===== config.mk =====
export PLATFORM = sky130hd
export DESIGN_NAME = tone_sequencer
export DESIGN_NICKNAME = d
export VERILOG_FILES = /design/src/rtl/tone_sequencer.sv
export SDC_FILE = /design/constraint.sdc
export NUM_CORES = 1
export LEC_CHECK = 0
export BUFFER_PORTS_ARGS = -buffer_cell sky130_fd_sc_hd__buf_2
export CORE_AREA = 2 2 291 293
export CTS_BUF_LIST = sky130_fd_sc_hd__clkbuf_4 sky130_fd_sc_hd__clkbuf_8 sky130_fd_sc_hd__clkbuf_16
export DETAILED_ROUTE_END_ITERATION = 16
export DIE_AREA = 0 0 293 295
export GPL_ROUTABILITY_DRIVEN = 0
export PLACE_DENSITY = 0.53
export SLEW_MARGIN = 40
export SYNTH_ARGS = -nofsm -noshare
export SYNTH_HDL_FRONTEND = slang
export SYNTH_SLANG_ARGS = --single-unit

===== constraint.sdc =====
create_clock -name clk -period 5.2 [get_ports clk]
set_clock_uncertainty 0.15 [all_clocks]
set_input_delay 1.04 -clock clk [delete_from_list [all_inputs] [get_ports clk]]
set_output_delay 1.04 -clock clk [all_outputs]
set_load 0.1 [all_outputs]

===== src/rtl/tone_sequencer.sv =====
// Table-driven note sequencer feeding frequency beats to the wavetable generator.
// Optional macro TONE_SEQ_LOOP_EN enables wrapping back to entry 0 while loop is high.
`timescale 1ns/1ps
module tone_sequencer #(
    parameter int DEPTH    = 16,
    parameter int DUR_W    = 16,
    parameter int F_SAMPLE = 48_000,
    parameter int F_CLOCK  = 100_000_000
) (
    input  logic                       clk,
    input  logic                       reset,
    input  logic                       wr_en,
    input  logic [$clog2(DEPTH)-1:0]   wr_addr,
    input  logic [23:0]                wr_freq,
    input  logic [DUR_W-1:0]           wr_dur,
    input  logic [$clog2(DEPTH):0]     length,
    input  logic                       start,
    input  logic                       stop,
    input  logic                       loop,
    output logic                       freq_out_valid,
    input  logic                       freq_out_ready,
    output logic [23:0]                freq_out_data,
    output logic                       gate,
    output logic                       busy,
    output logic [$clog2(DEPTH)-1:0]   step_idx,
    output logic                       done
);

    localparam int AW   = $clog2(DEPTH);
    localparam int TICK = F_CLOCK / F_SAMPLE;
    localparam int TW   = (TICK > 1) ? $clog2(TICK) : 1;

    typedef enum logic [2:0] {
        S_IDLE, S_READ, S_LOAD, S_SEND, S_PLAY, S_FINISH
    } state_e;

    state_e                  state_q;
    logic [23+DUR_W:0]       mem [DEPTH];
    logic [23+DUR_W:0]       rd_data_q;
    logic [TW-1:0]           tick_cnt_q;
    logic                    tick;
    logic [AW:0]             len_q;
    logic [AW-1:0]           step_idx_q;
    logic [AW:0]             next_idx;
    logic [DUR_W-1:0]        dur_q;
    logic [DUR_W-1:0]        dur_cnt_q;
    logic                    freq_out_valid_q;
    logic [23:0]             freq_out_data_q;
    logic                    gate_q;
    logic                    done_q;
    logic                    abort;

`ifndef TONE_SEQ_LOOP_EN
    logic unused_loop;
    assign unused_loop = loop;
`endif

    // NOTE: the table RAM carries no reset so it maps onto block RAM; only control state is reset.
    always_ff @(posedge clk) begin
        if (wr_en) mem[wr_addr] <= {wr_freq, wr_dur};
    end

    // Registered read: a same-cycle write to this address is seen one cycle later.
    always_ff @(posedge clk) begin
        rd_data_q <= mem[step_idx_q];
    end

    assign tick = (tick_cnt_q == TW'(TICK - 1));

    always_ff @(posedge clk) begin
        if (reset)     tick_cnt_q <= '0;
        else if (tick) tick_cnt_q <= '0;
        else           tick_cnt_q <= tick_cnt_q + 1'b1;
    end

    assign next_idx = {1'b0, step_idx_q} + 1'b1;
    assign abort    = stop && (state_q != S_IDLE) && (state_q != S_FINISH);

    always_ff @(posedge clk) begin
        if (reset) begin
            state_q          <= S_IDLE;
            len_q            <= '0;
            step_idx_q       <= '0;
            dur_q            <= '0;
            dur_cnt_q        <= '0;
            freq_out_valid_q <= 1'b0;
            freq_out_data_q  <= '0;
            gate_q           <= 1'b0;
            done_q           <= 1'b0;
        end else begin
            done_q <= 1'b0;
            if (abort) begin
                gate_q           <= 1'b0;
                freq_out_valid_q <= 1'b1;
                freq_out_data_q  <= '0;
                state_q          <= S_FINISH;
            end else begin
                case (state_q)
                    S_IDLE: begin
                        if (start && !stop) begin
                            if (length == '0) begin
                                done_q <= 1'b1;
                            end else begin
                                len_q      <= length;
                                step_idx_q <= '0;
                                state_q    <= S_READ;
                            end
                        end
                    end
                    S_READ: state_q <= S_LOAD;
                    S_LOAD: begin
                        dur_q            <= rd_data_q[DUR_W-1:0];
                        freq_out_valid_q <= 1'b1;
                        if (rd_data_q[DUR_W-1:0] == '0) begin
                            freq_out_data_q <= '0;
                            state_q         <= S_FINISH;
                        end else begin
                            freq_out_data_q <= rd_data_q[23+DUR_W:DUR_W];
                            state_q         <= S_SEND;
                        end
                    end
                    S_SEND: begin
                        if (freq_out_ready) begin
                            freq_out_valid_q <= 1'b0;
                            dur_cnt_q        <= dur_q;
                            gate_q           <= (freq_out_data_q != '0);
                            state_q          <= S_PLAY;
                        end
                    end
                    S_PLAY: begin
                        if (tick) begin
                            if (dur_cnt_q == DUR_W'(1)) begin
                                gate_q     <= 1'b0;
                                dur_cnt_q  <= '0;
                                step_idx_q <= next_idx[AW-1:0];
                                if (next_idx != len_q) begin
                                    state_q <= S_READ;
                                end else begin
`ifdef TONE_SEQ_LOOP_EN
                                    if (loop) begin
                                        step_idx_q <= '0;
                                        state_q    <= S_READ;
                                    end else begin
                                        freq_out_valid_q <= 1'b1;
                                        freq_out_data_q  <= '0;
                                        state_q          <= S_FINISH;
                                    end
`else
                                    freq_out_valid_q <= 1'b1;
                                    freq_out_data_q  <= '0;
                                    state_q          <= S_FINISH;
`endif
                                end
                            end else begin
                                dur_cnt_q <= dur_cnt_q - 1'b1;
                            end
                        end
                    end
                    S_FINISH: begin
                        if (freq_out_ready) begin
                            freq_out_valid_q <= 1'b0;
                            done_q           <= 1'b1;
                            step_idx_q       <= '0;
                            state_q          <= S_IDLE;
                        end
                    end
                    default: state_q <= S_IDLE;
                endcase
            end
        end
    end

    assign freq_out_valid = freq_out_valid_q;
    assign freq_out_data  = freq_out_data_q;
    assign gate           = gate_q;
    assign done           = done_q;
    assign step_idx       = step_idx_q;
    assign busy           = (state_q != S_IDLE);

endmodule


# [Word-level counts from Yosys, hierarchy flattened]
# Memory sizes are Yosys's and may differ from the RTL's. A register that Yosys moved wholly into a read port is not among the register bits.
# Index checks and enable logic that the tools add are counted.
[totals] regBits=83 ram_bits=640 inputBits=56 output_inout_bits=32 word_cells=107 n_memories=1
[memory_table] name="mem" words=16 width=40 rd=1 rd_clocked_by_memory_dff=1 write_ports=1 line="38" rtl="logic [23+DUR_W:0] mem [DEPTH];"
[classes] add_sub_neg=3 eq_ne=24 mux=41 bitwise_logic=2 n_reduce_logical=25
[ops] cell="two-way mux 24 bit" count=4
[ops] cell="two-way mux 16 bit" count=3
[ops] cell="one-hot mux 24 bit (2 select lines)" count=1
[ops] cell="one-hot mux 16 bit (2 select lines)" count=1
[ops] cell="two-way mux 3 bit" count=9
[ops] cell="inequality test 3 bit, second input constant" count=8
[ops] cell="nonzero test 24 bit" count=1
[ops] cell="two-way mux 4 bit" count=5
[ops] cell="one-hot mux 3 bit (6 select lines)" count=1
[ops] cell="equality test 16 x 1 -> 1 bit, second input constant" count=1
[ops] cell="zero test 16 bit" count=1
[ops] cell="AND reduction 4 bit" count=4
[ops] cell="subtractor 16 x 1 -> 16 bit, second input constant" count=1
[ops] cell="inequality test 2 bit, second input constant" count=7
[ops] cell="two-way mux 1 bit" count=13
[ops] cell="adder 12 x 1 -> 12 bit, second input constant" count=1
[ops] cell="equality test 12 bit, second input constant" count=1
[ops] cell="one-hot mux 4 bit (3 select lines)" count=1
[ops] cell="AND reduction 6 bit" count=2
[ops] cell="AND reduction 7 bit" count=1
[ops] cell="equality test 3 x 2 -> 1 bit, second input constant" count=2
[ops] cell="equality test 3 bit, second input constant" count=2
[ops] cell="nonzero test 3 bit" count=2
[ops] cell="OR reduction 2 bit" count=3
[ops] cell="15 further kinds" count=20

# [Logic depth before layout (Yosys ltp)]
# Gate-level depths: netlist (run 1).
[depth] depth_word=7 depth_mapped=8

# [Worst setup path after synthesis (run 1)]
# Ideal clock, no wire load.
[synth_timing] path_kind="input port to flip-flop" startpoint="input port wr_addr[2]" endpoint="memory mem[0][0] (netlist bit), enable pin" setup_time_ns=0.487 arrival_ns=4.295 t_required_ns=4.563 path_slack_ns=0.268 cell_stages=2 path_cell_list="or3b_2 nor3_1"
[synth_lines] item="start, declared" line="13" rtl="input logic [$clog2(DEPTH)-1:0] wr_addr,"
[synth_lines] item="end, declared" line="38"
# No word-level cell before the write port.

# [Worst setup path in the final report (run 1)]
[layout_timing] startpoint="register step_idx_q[0] (netlist: step_idx[0])" endpoint="output port step_idx[0]"
[layout_lines] item="start, declared" line="43" rtl="logic [AW-1:0] step_idx_q;"
[layout_lines] item="start signal, assigned" line="135" rtl="step_idx_q <= next_idx[AW-1:0];"
[layout_lines] item="end, declared" line="25" rtl="output logic [$clog2(DEPTH)-1:0] step_idx,"
# No word-level cell between the ends.

==> key figures, run 1 <==
Run status
  – Status: complete, no violations

Finish
  – Area growth from synthesis to layout: 16.5%
  – Share of cells above drive strength 1: 30.5%
  – Nets: around 1700

Floorplan
  – Initial Util: a little over a third
  – Die Height: between 200 and 300 µm
  – Die W: just under 300 µm
  – Core ar.: 83200 µm²
  – Area of the die: approximately 86000 µm²
  – I/O pin count: between 80 and 90
  – Row cnt: between 100 and 150

Power and ir drop
  – Max IR drop VDD: 0.000266 V
  – Power per cell area: a little over 400 nW/µm²
  – Cell leakage power: around 11 nW

Clocking
  – H-tree depth: 3
  – Clock Pin Slew Worst Setup and Hold Paths: 60 ps
  – Sink Count: approximately 760
  – Post-CTS Setup Bufs: 0
  – Post_cts resized: 0
  – CTS tree: built
  – Clk root buf: clkbuf_16
  – Longest Clk Path Bufs: 3
  – CTS Buf Count: 81
  – Hold buffer count at CTS: 0
  – Clk_lat worst skew: 630 ps

Timing
  – Crit path time final: ~3600 ps
  – Hold Vio Cnt, Final: 0
  – Period utilization: between 60% and 70%
  – Hold Slack: slightly below 300 ps
  – # setup viols final: 0
  – F_max: roughly 280 MHz
  – Slew @ Worst Pin: slightly above 800 ps
  – RSZ-0062 raised after global routing: no
  – TNS Setup: 0 ps
  – Slew Limit Fails: 0
  – Slew margin rel.: between 40 and 50%

Synthesis
  – Top cell type's share of synthesized area: between 60% and 70%
  – Ys flop type: edfxtp_1
  – Post-synthesis sequential area ratio: around 75%
  – Asr flop ratio synth: 0%
  – Register bit count reported by yosys: roughly 760
  – Synth area leaders: edfxtp_1 66%, mux4_2 16%, dfxtp_1 8.5%, nand2_1 1.4%, mux2i_1 0.86%
  – Synth Warn #: 0
  – Synth Area per Inst: 19.8 µm²
  – Distinct cell type count after synthesis: 65
  – Synth Cell Area: about 29000 µm²
  – Leading area contributor after synthesis: edfxtp_1
  – Post-synth EDFFs: 640
  – Post-synth net total: roughly 1500
  – Cell count after synthesis: between 1000 and 1500

Critical path
  – CP Launch Type: flop
  – Slowest stage cell, crit path: dfxtp_4
  – Worst-path fanout max: 28
  – Worst EP arrival: ~2400 ps
  – FF-to-FF End: dur_cnt_q[8]
  – CP Cell Sequence: buf_4 -> buf_2
  – WS Path Type: flop to primary output
  – Slowest cell delay on critical path: about 700 ps
  – Critical Path RT: between 4000 and 5000 ps
  – Setup slack, reg-to-reg: around 2300 ps
  – Worst setup EP type: primary output
  – Worst r2r src: state_q[2]
  – Worst R2R Path Depth: 6

Detailed routing
  – ANT nets after route: 0
  – Total number of vias: about 14000
  – Drt first-iter violations: 1090
  – Vias/cell: 5.17
  – Post-route DRC: 0
  – Avg WL per Cell: ~24 µm
  – DRT Wirelength: approximately 67000 µm
  – Pre-antenna DRT Iters: 5

Worst hold path
  – Hold EP: freq_out_data[18]
  – Worst Hold Launch: rd_data_q[34]
  – Hold WC Path Type: flop to flop
  – Hold Crit Depth: 2

GRT
  – Number of global-route vias before repair: around 15000
  – First-pass GRT wire length: between 90000 and 100000 µm
  – All-Layer GR Usage: 15.7%
  – Antenna violations before repair: 14
  – Largest net degree at the start of global routing: 75
  – Final global-route overflow total: 0

Placement
  – Post-DP HPWL: 37000 µm
  – I/O Buffers: 86

Job
  – Max-cap violations: 0
==> cells by family after synthesis <==
| group | count (synthesis) | share of synthesized area [%] |
|---|---|---|
| flip-flops | 763 | 74.7 |
| AND/OR/NAND/NOR | 274 | 4.75 |
| multiplexers | 226 | 16.4 |
| AO/OA/AOI/OAI | 97 | 2.22 |
| buffers and inverters | 83 | 1.16 |
| XOR/XNOR | 18 | 0.543 |
| adder cells (fa/ha/maj) | 5 | 0.216 |
==> through the flow <==
stage | setup WS (ps) | util, % | area (µm²) | total power, W | std cells
2_1_floorplan | 268 | - | 29000 | 0.00773 | 1466
3_3_place_gp | 1980 | 37.2 | 31000 | 0.00809 | 2588
3_5_place_dp | 1900 | 37.3 | 31000 | 0.00813 | 2590
4_1_cts | 1520 | 40.6 | 33800 | 0.0139 | 2741
5_1_grt | 1450 | 40.7 | 33800 | 0.0142 | 2743
6_report | 1640 | 40.7 | 33800 | 0.0138 | 2746
==> cell usage in the layout, fill, tap and decap left out, types with 5 or more instances in the layout <==
cell type / synthesis / final
edfxtp_1: 640 / 640
mux4_2: 200 / 200
dfxtp_1: 123 / 119
nand2_1: 111 / 111
buf_2: 18 / 85
clkbuf_16: 0 / 84
a21oi_1: 38 / 37
nor2_1: 47 / 33
mux2i_1: 25 / 25
buf_4: 1 / 23
clkinv_2: 0 / 20
nor4_1: 20 / 19
clkbuf_4: 0 / 16
nand2b_1: 13 / 13
nor2_4: 0 / 13
nor3_1: 18 / 13
xnor2_1: 12 / 12
and3_1: 10 / 10
o21ai_0: 9 / 9
nand3_1: 8 / 8
clkinv_1: 0 / 8
clkbuf_8: 0 / 7
or3_1: 6 / 6
inv_1: 6 / 6
o32ai_1: 6 / 6
xor2_1: 6 / 6
buf_6: 0 / 6
nand3b_1: 5 / 5
nand4_1: 5 / 5
and4_1: 5 / 5
nor2b_1: 5 / 5
ha_1: 5 / 5
bufinv_16: 0 / 5
buf_12: 0 / 5
==> sequential cells by signal, summed over array words and instances, names as in the netlist <==
name,flops
mem,640
state_q,3
dur_cnt_q,16
step_idx,4
len_q,5
freq_out_valid,1
gate,1
freq_out_data,24
rd_data_q,40
tick_cnt_q,12
dur_q,16
done,1
==> power by group <==
part	total (W)	leakage [nW]	switching, W	internal [W]
registers	0.00689	6.79	0.000106	0.00679
logic	0.00109	2.60	0.000797	0.000297
clock network	0.00579	1.37	0.00238	0.00342
total	0.0138	10.8	0.00328	0.0105
==> worst max-delay path by stage <==
stage | startpoint | end | slack [ps] | depth (start not counted)
floorplan | wr_addr[2] | mem[0][0] | 270 | 2
finish | step_idx[0] | step_idx[0] | 1640 | 2
global placement | wr_addr[2] | mem[10][26] | 1980 | 4
CTS | step_idx[0] | step_idx[0] | 1520 | 2
global route | step_idx[0] | step_idx[0] | 1450 | 2
detailed placement | wr_addr[2] | mem[10][26] | 1900 | 4
==> cells in the mapped netlist (all sizes together), types with 6 or more instances <==
master  number
a21oi       39
and3        10
buf         27
clkbuf      50
dfxtp      123
edfxtp     640
inv          6
mux2i       25
mux4       200
nand2      111
nand2b      13
nand3        8
nor2        47
nor3        18
nor4        22
o21ai       10
o32ai        6
or3          7
xnor2       12
xor2         6
==> critical path, delay by kind of cell (launching register included) <==
| family | cells | cell delay, ps |
|---|---|---|
| buffers and inverters | 2 | 980 |
| DFF | 1 | 720 |
==> metal layers <==
layer	global-route usage [%]	vias to the layer above	share of wire, %
met3	2.92	108	5.3
met4	4.03	8	2.2
met2	26.8	326	50
li1	-	6286	-
met1	20.8	7463	43
met5	0	-	0.072
==> cell type report <==
| class | count | area [µm²] |
|---|---|---|
| Antenna cell | 3 | 7.51 |
| Clock buffer | 107 | 2320 |
| Clock inverter | 44 | 403 |
| Fill cell | 7331 | 49300 |
| Inverter | 6 | 22.5 |
| Multi-Input combinational cell | 620 | 7170 |
| Sequential cell | 763 | 21700 |
| Tap cell | 1080 | 1350 |
| Timing Repair Buffer | 123 | 863 |
Note: power is estimated with default switching activity, not from simulation.
==> inputs of run 2 (changes only) <==
--- a/config.mk
+++ b/config.mk
@@ -11,7 +11,7 @@
 export DETAILED_ROUTE_END_ITERATION = 16
 export DIE_AREA = 0 0 293 295
 export GPL_ROUTABILITY_DRIVEN = 0
-export PLACE_DENSITY = 0.53
+export PLACE_DENSITY = 0.51
 export SLEW_MARGIN = 40
 export SYNTH_ARGS = -nofsm -noshare
 export SYNTH_HDL_FRONTEND = slang
==> constraint.sdc (replaced) <==
create_clock -name clk -period 3.5 [get_ports clk]
set_clock_uncertainty 0.15 [all_clocks]
set_input_delay 0.7 -clock clk [delete_from_list [all_inputs] [get_ports clk]]
set_output_delay 0.7 -clock clk [all_outputs]
set_load 0.1 [all_outputs]
==> run 2 against run 1 <==
Core utilization up 0.19 points. Setup slack worse by 1200 ps. Die area unchanged. Via count up 1.2%. Register-to-register slack worse by 1400 ps. Cell count up 0.15%. Sequential power up 48%. Largest cell class unchanged. Sequential share of layout area down 0.29 points. Hold slack worse by 96 ps. Clock power up 47%. Global-route usage up 0.34 points. Flip-flop and latch count unchanged.
==> key figures, run 2 (synthesized netlist as in run 1, its figures left out) <==
Critical path
  – WS Path Type: flop to primary output
  – Buf/Inv on CP: 2 (unchanged)
  – Slowest stage cell, crit path: dfxtp_4
  – Worst setup EP type: primary output
  – CP Cell Sequence: buf_12 -> buf_2
  – Slowest cell delay on critical path: 550 ps (-170 ps)
  – Worst-path fanout max: 61 (+120%)
  – CP Launch Type: flop
  – Critical Path RT: 2650 ps (-1360 ps)
  – Worst EP arrival: 2230 ps (-140 ps)
  – Crit-path leading delay family: buffers and inverters

Floorplan
  – I/O pin count: 88 (unchanged)
  – Die Height: 295 µm (unchanged)
  – Die W: 293 µm (unchanged)
  – Row cnt: 106 (unchanged)
  – Area of the die: 86400 µm² (unchanged)
  – Core ar.: 83200 µm² (unchanged)
  – Initial Util: 34.9% (unchanged)

Worst hold path
  – Hold WC Path Type: input pin to flop

Finish
  – Max reg flops: 640 (unchanged)
  – Post-Layout Cell Count: 2750 (+0.15%)
  – Most frequent cells in the layout: 640 x edfxtp_1, 200 x mux4_2, 119 x dfxtp_1
  – Biggest register: mem
  – Area growth from synthesis to layout: 17.1%
  – Commonest non-fill, non-tap cell in the layout: edfxtp_1
  – Share of cells above drive strength 1: 30.7% (+0.13 points)
  – Nets: 1660 (+0.24%)

GRT
  – All-Layer GR Usage: 16.0% (+0.34 points)
  – Antenna violations before repair: 9 (-5)
  – First-pass GRT wire length: 101000 µm (+2.4%)
  – Number of global-route vias before repair: 15100 (+1.9%)
  – Largest net degree at the start of global routing: 64 (-15%)
  – Final global-route overflow total: 0 (unchanged)

Job
  – Max-cap violations: 0 (unchanged)

Clocking
  – CTS tree: built
  – CTS Buf Count: 82 (+1.2%)
  – Clk root buf: clkbuf_16
  – Clock Pin Slew Worst Setup and Hold Paths: 60 ps (about the same)
  – Clk_lat worst skew: 620 ps (about the same)
  – Hold buffer count at CTS: 0 (unchanged)
  – Sink Count: 763 (unchanged)
  – Longest Clk Path Bufs: 3 (unchanged)
  – Post_cts resized: 0 (unchanged)
  – H-tree depth: 3 (unchanged)
  – Post-CTS Setup Bufs: 0 (unchanged)

Power and ir drop
  – Cell leakage power: 10.8 nW (+0.30%)
  – Max IR drop VDD: 0.000487 V (+83%)
  – Power per cell area: 600 nW/µm² (+47%)

Timing
  – Slew margin rel.: 51.5% (+6.2 points)
  – Crit path time final: approximately 3100 ps
  – Slew Limit Fails: 0 (unchanged)
  – Period utilization: between 80% and 90%
  – # setup viols final: 0 (unchanged)
  – Hold Vio Cnt, Final: 0 (unchanged)
  – F_max: between 300 and 400 MHz
  – Hold Slack: 199 ps (-96.5 ps)
  – RSZ-0062 raised after global routing: no
  – Slew @ Worst Pin: 720 ps (-100 ps)

Detailed routing
  – Avg WL per Cell: 24.8 µm (+1.6%)
  – Total number of vias: 14400 (+1.2%)
  – Vias/cell: 5.22 (+1.1%)
  – Pre-antenna DRT Iters: 5 (unchanged)
  – DRT Wirelength: 68300 µm (+1.8%)
  – ANT nets after route: 0 (unchanged)
  – Post-route DRC: 0 (unchanged)
  – Drt first-iter violations: 1199 (+10%)

Placement
  – Post-DP HPWL: 35300 µm (-4.8%)
  – Placed Cells: 2595 (+0.19%)
  – I/O Buffers: 86 (unchanged)

Run status
  – Status: complete, no violations
## run 2: worst paths after layout
kind	start	endpoint	slack [ps]	depth (start not counted)
max	step_idx[0]	step_idx[0]	420	2
min	length[1]	len_q[1]	200	3
max reg2reg	dur_cnt_q[9]	step_idx[2]	890	5
min reg2reg	rd_data_q[27]	freq_out_data[11]	290	2
## run 2: cell type report
| class | count | area (µm²) |
|---|---|---|
| clock inverter | 33 | 250 |
| multi-input combinational | 620 | 7180 |
| tap | 1080 | 1350 |
| antenna | 1 | 2.50 |
| sequential | 763 | 21700 |
| fill | 7330 | 49200 |
| inverter | 6 | 22.5 |
| clock buffer | 121 | 2450 |
| timing repair buffer | 126 | 1030 |
## run 2: per-layer routing
| metal | global-route usage [%] | vias up | share of wire [%] |
|---|---|---|---|
| li1 | - | 6287 | - |
| met1 | 22.1 | 7664 | 45 |
| met2 | 27.0 | 304 | 49 |
| met3 | 2.23 | 105 | 3.9 |
| met4 | 4.02 | 4 | 1.9 |
| met5 | 0 | - | 0.038 |
## run 2: tightest hold or removal path, delay by kind of cell
kind / cells / cell delay, ps
AOI/OAI and AO/OA: 1 / 50
buffers and inverters: 1 / 100
and+or+nand+nor: 1 / 50
## run 2: through the flow
stage | total power [W] | util [%] | setup TNS, ps | setup slack, ps | instance area, µm²
2_1_floorplan | 0.0115 | - | -551 | -4.59 | 29000
3_3_place_gp | 0.0121 | 37.6 | 0 | 691 | 31300
3_5_place_dp | 0.0121 | 37.6 | 0 | 679 | 31300
4_1_cts | 0.0206 | 40.9 | 0 | 310 | 34000
5_1_grt | 0.0211 | 40.9 | 0 | 239 | 34000
6_report | 0.0204 | 40.9 | 0 | 420 | 34000
## run 2: power breakdown
| part | internal [W] | switching [W] |
|---|---|---|
| combinational | 0.000474 | 0.00120 |
| sequential | 0.0101 | 0.000134 |
| clock | 0.00502 | 0.00349 |
==> inputs of run 3 (changes only) <==
==> constraint.sdc (replaced) <==
create_clock -name clk -period 3.5 [get_ports clk]
set_clock_uncertainty 0.15 [all_clocks]
set_input_delay 0.7 -clock clk [delete_from_list [all_inputs] [get_ports clk]]
set_output_delay 0.7 -clock clk [all_outputs]
set_load 0.01 [all_outputs]
==> run 3 against run 2 <==
Sequential share of layout area barely moved. Critical path depth rose by 2. Cell count barely moved. Setup slack got worse by 33 ps. Combinational power fell by 19%. Register-to-register slack got worse by 20 ps. Cell area barely moved.
==> key figures, run 3 (synthesized netlist as in run 1, its figures left out) <==
Detailed routing
  – Pre-antenna DRT Iters: 5 (unchanged)
  – Drt first-iter violations: 1199 (unchanged)
  – Vias/cell: 5.24 (+0.32%)
  – DRT Wirelength: 68600 µm (+0.38%)
  – Avg WL per Cell: 24.9 µm (+0.41%)
  – Post-route DRC: 0 (unchanged)
  – Total number of vias: 14400 (+0.29%)
  – ANT nets after route: 0 (unchanged)

Clocking
  – Post_cts resized: 0 (unchanged)
  – Sink Count: 763 (unchanged)
  – CTS tree: built
  – H-tree depth: 3 (unchanged)
  – Clock Pin Slew Worst Setup and Hold Paths: 60 ps (about the same)
  – Clk_lat worst skew: 610 ps (about the same)
  – Clk root buf: clkbuf_16
  – CTS Buf Count: 82 (unchanged)
  – Post-CTS Setup Bufs: 0 (unchanged)
  – Hold buffer count at CTS: 0 (unchanged)
  – Longest Clk Path Bufs: 3 (unchanged)

Timing
  – Crit path time final: 3110 ps (+32.8 ps)
  – Slew @ Worst Pin: 747 ps (+27.3 ps)
  – TNS Setup: 0 ps (unchanged)
  – # setup viols final: 0 (unchanged)
  – Slew Limit Fails: 0 (unchanged)
  – Final WS setup: 387 ps (-32.8 ps)
  – RSZ-0062 raised after global routing: no
  – Hold Slack: 204 ps (+4.87 ps)
  – Period utilization: 88.9% (+0.94 points)
  – F_max: 321 MHz (-1.1%)
  – Slew margin rel.: 49.5% (-2.1 points)
  – Hold Vio Cnt, Final: 0 (unchanged)

Critical path
  – Slowest stage cell, crit path: buf_16
  – Buf/Inv on CP: 4 (+2)
  – CP Launch Type: flop
  – Crit path top cell by count: buf_16
  – Worst setup startpoint: step_idx[1]
  – Worst EP arrival: 2260 ps (+30 ps)
  – CP Cell Sequence: buf_12 -> buf_16 -> buf_16 -> buf_2
  – Crit-path leading delay family: buffers and inverters
  – Setup slack, reg-to-reg: 870 ps (-20 ps)
  – Worst r2r src: step_idx[1]
  – WS Path Type: flop to primary output
  – Worst setup EP type: primary output
  – Critical Path RT: 2650 ps (about the same)
  – Worst-path fanout max: 73 (+20%)
  – Slowest cell delay on critical path: 400 ps (-150 ps)

GRT
  – First-pass GRT wire length: 101000 µm (about the same)
  – Antenna violations before repair: 10 (+1)
  – Final global-route overflow total: 0 (unchanged)
  – Number of global-route vias before repair: 15200 (+0.099%)
  – Largest net degree at the start of global routing: 74 (+16%)
  – All-Layer GR Usage: 16.0% (-0.025 points)

Placement
  – I/O Buffers: 86 (unchanged)
  – Worst slack, placed: 687 ps (+7.65 ps)
  – Post-DP HPWL: 34900 µm (-0.98%)
  – Placed Cells: 2597 (+0.077%)

Run status
  – Status: complete, no violations

Finish
  – Most frequent cells in the layout: 640 x edfxtp_1, 200 x mux4_2, 119 x dfxtp_1
  – Max reg flops: 640 (unchanged)
  – Commonest non-fill, non-tap cell in the layout: edfxtp_1
  – Area growth from synthesis to layout: 17.1% (about the same)
  – Nets: 1662 (+0.12%)
  – Fin util: 40.9% (about the same)
  – Post-Layout Cell Count: 2749 (-0.036%)
  – Biggest register: mem
  – Share of cells above drive strength 1: 30.7% (+0.037 points)

Floorplan
  – Area of the die: 86400 µm² (unchanged)
  – Initial Util: 34.9% (unchanged)
  – I/O pin count: 88 (unchanged)
  – Die W: 293 µm (unchanged)
  – Core ar.: 83200 µm² (unchanged)
  – Row cnt: 106 (unchanged)
  – Die Height: 295 µm (unchanged)

Worst hold path
  – Worst Hold Launch: length[3]
  – Hold WC Path Type: input pin to flop

Job
  – Max-cap violations: 0 (unchanged)

Power and ir drop
  – Power per cell area: 592 nW/µm² (-1.4%)
  – Cell leakage power: 10.8 nW (+0.23%)
  – Max IR drop VDD: 0.000328 V (-33%)
## run 3: final timing paths
check / end / depth (start not counted)
max: step_idx[1] / 4
min: len_q[3] / 3
max reg2reg: rd_data_q[26] / 5
min reg2reg: freq_out_data[11] / 2
## run 3: layer usage
metal | GRT usage [%] | share of wire (%)
met5 | 0 | 0.019
met4 | 3.90 | 2.0
met3 | 2.68 | 4.6
met2 | 26.7 | 49
met1 | 22.0 | 44
## run 3: final cells by class
type / count / area [µm²]
inverters: 6 / 22.5
multi-input cells: 620 / 7180
repair buffers: 128 / 1050
flip-flops and latches: 763 / 21700
diodes: 2 / 5.00
clock buffers: 127 / 2490
fillers: 7334 / 49200
clock inverters: 23 / 195
well taps: 1080 / 1350
## run 3: report_power, final
group,switching (W),internal [W]
clock,0.00342,0.00513
sequential,0.000132,0.0101
combinational,0.000887,0.000473
total,0.00444,0.0157
## run 3: worst min-delay path: stages
cell and delay, ps:
buf_2 100, nand2_1 50, a21oi_1 50
## run 3: metrics by stage
step | power [W] | cell area, µm²
after floorplan | 0.0112 | 29000
after global placement | 0.0117 | 31200
after detailed placement | 0.0118 | 31300
after CTS | 0.0203 | 34000
after global routing | 0.0208 | 34000
final | 0.0201 | 34000
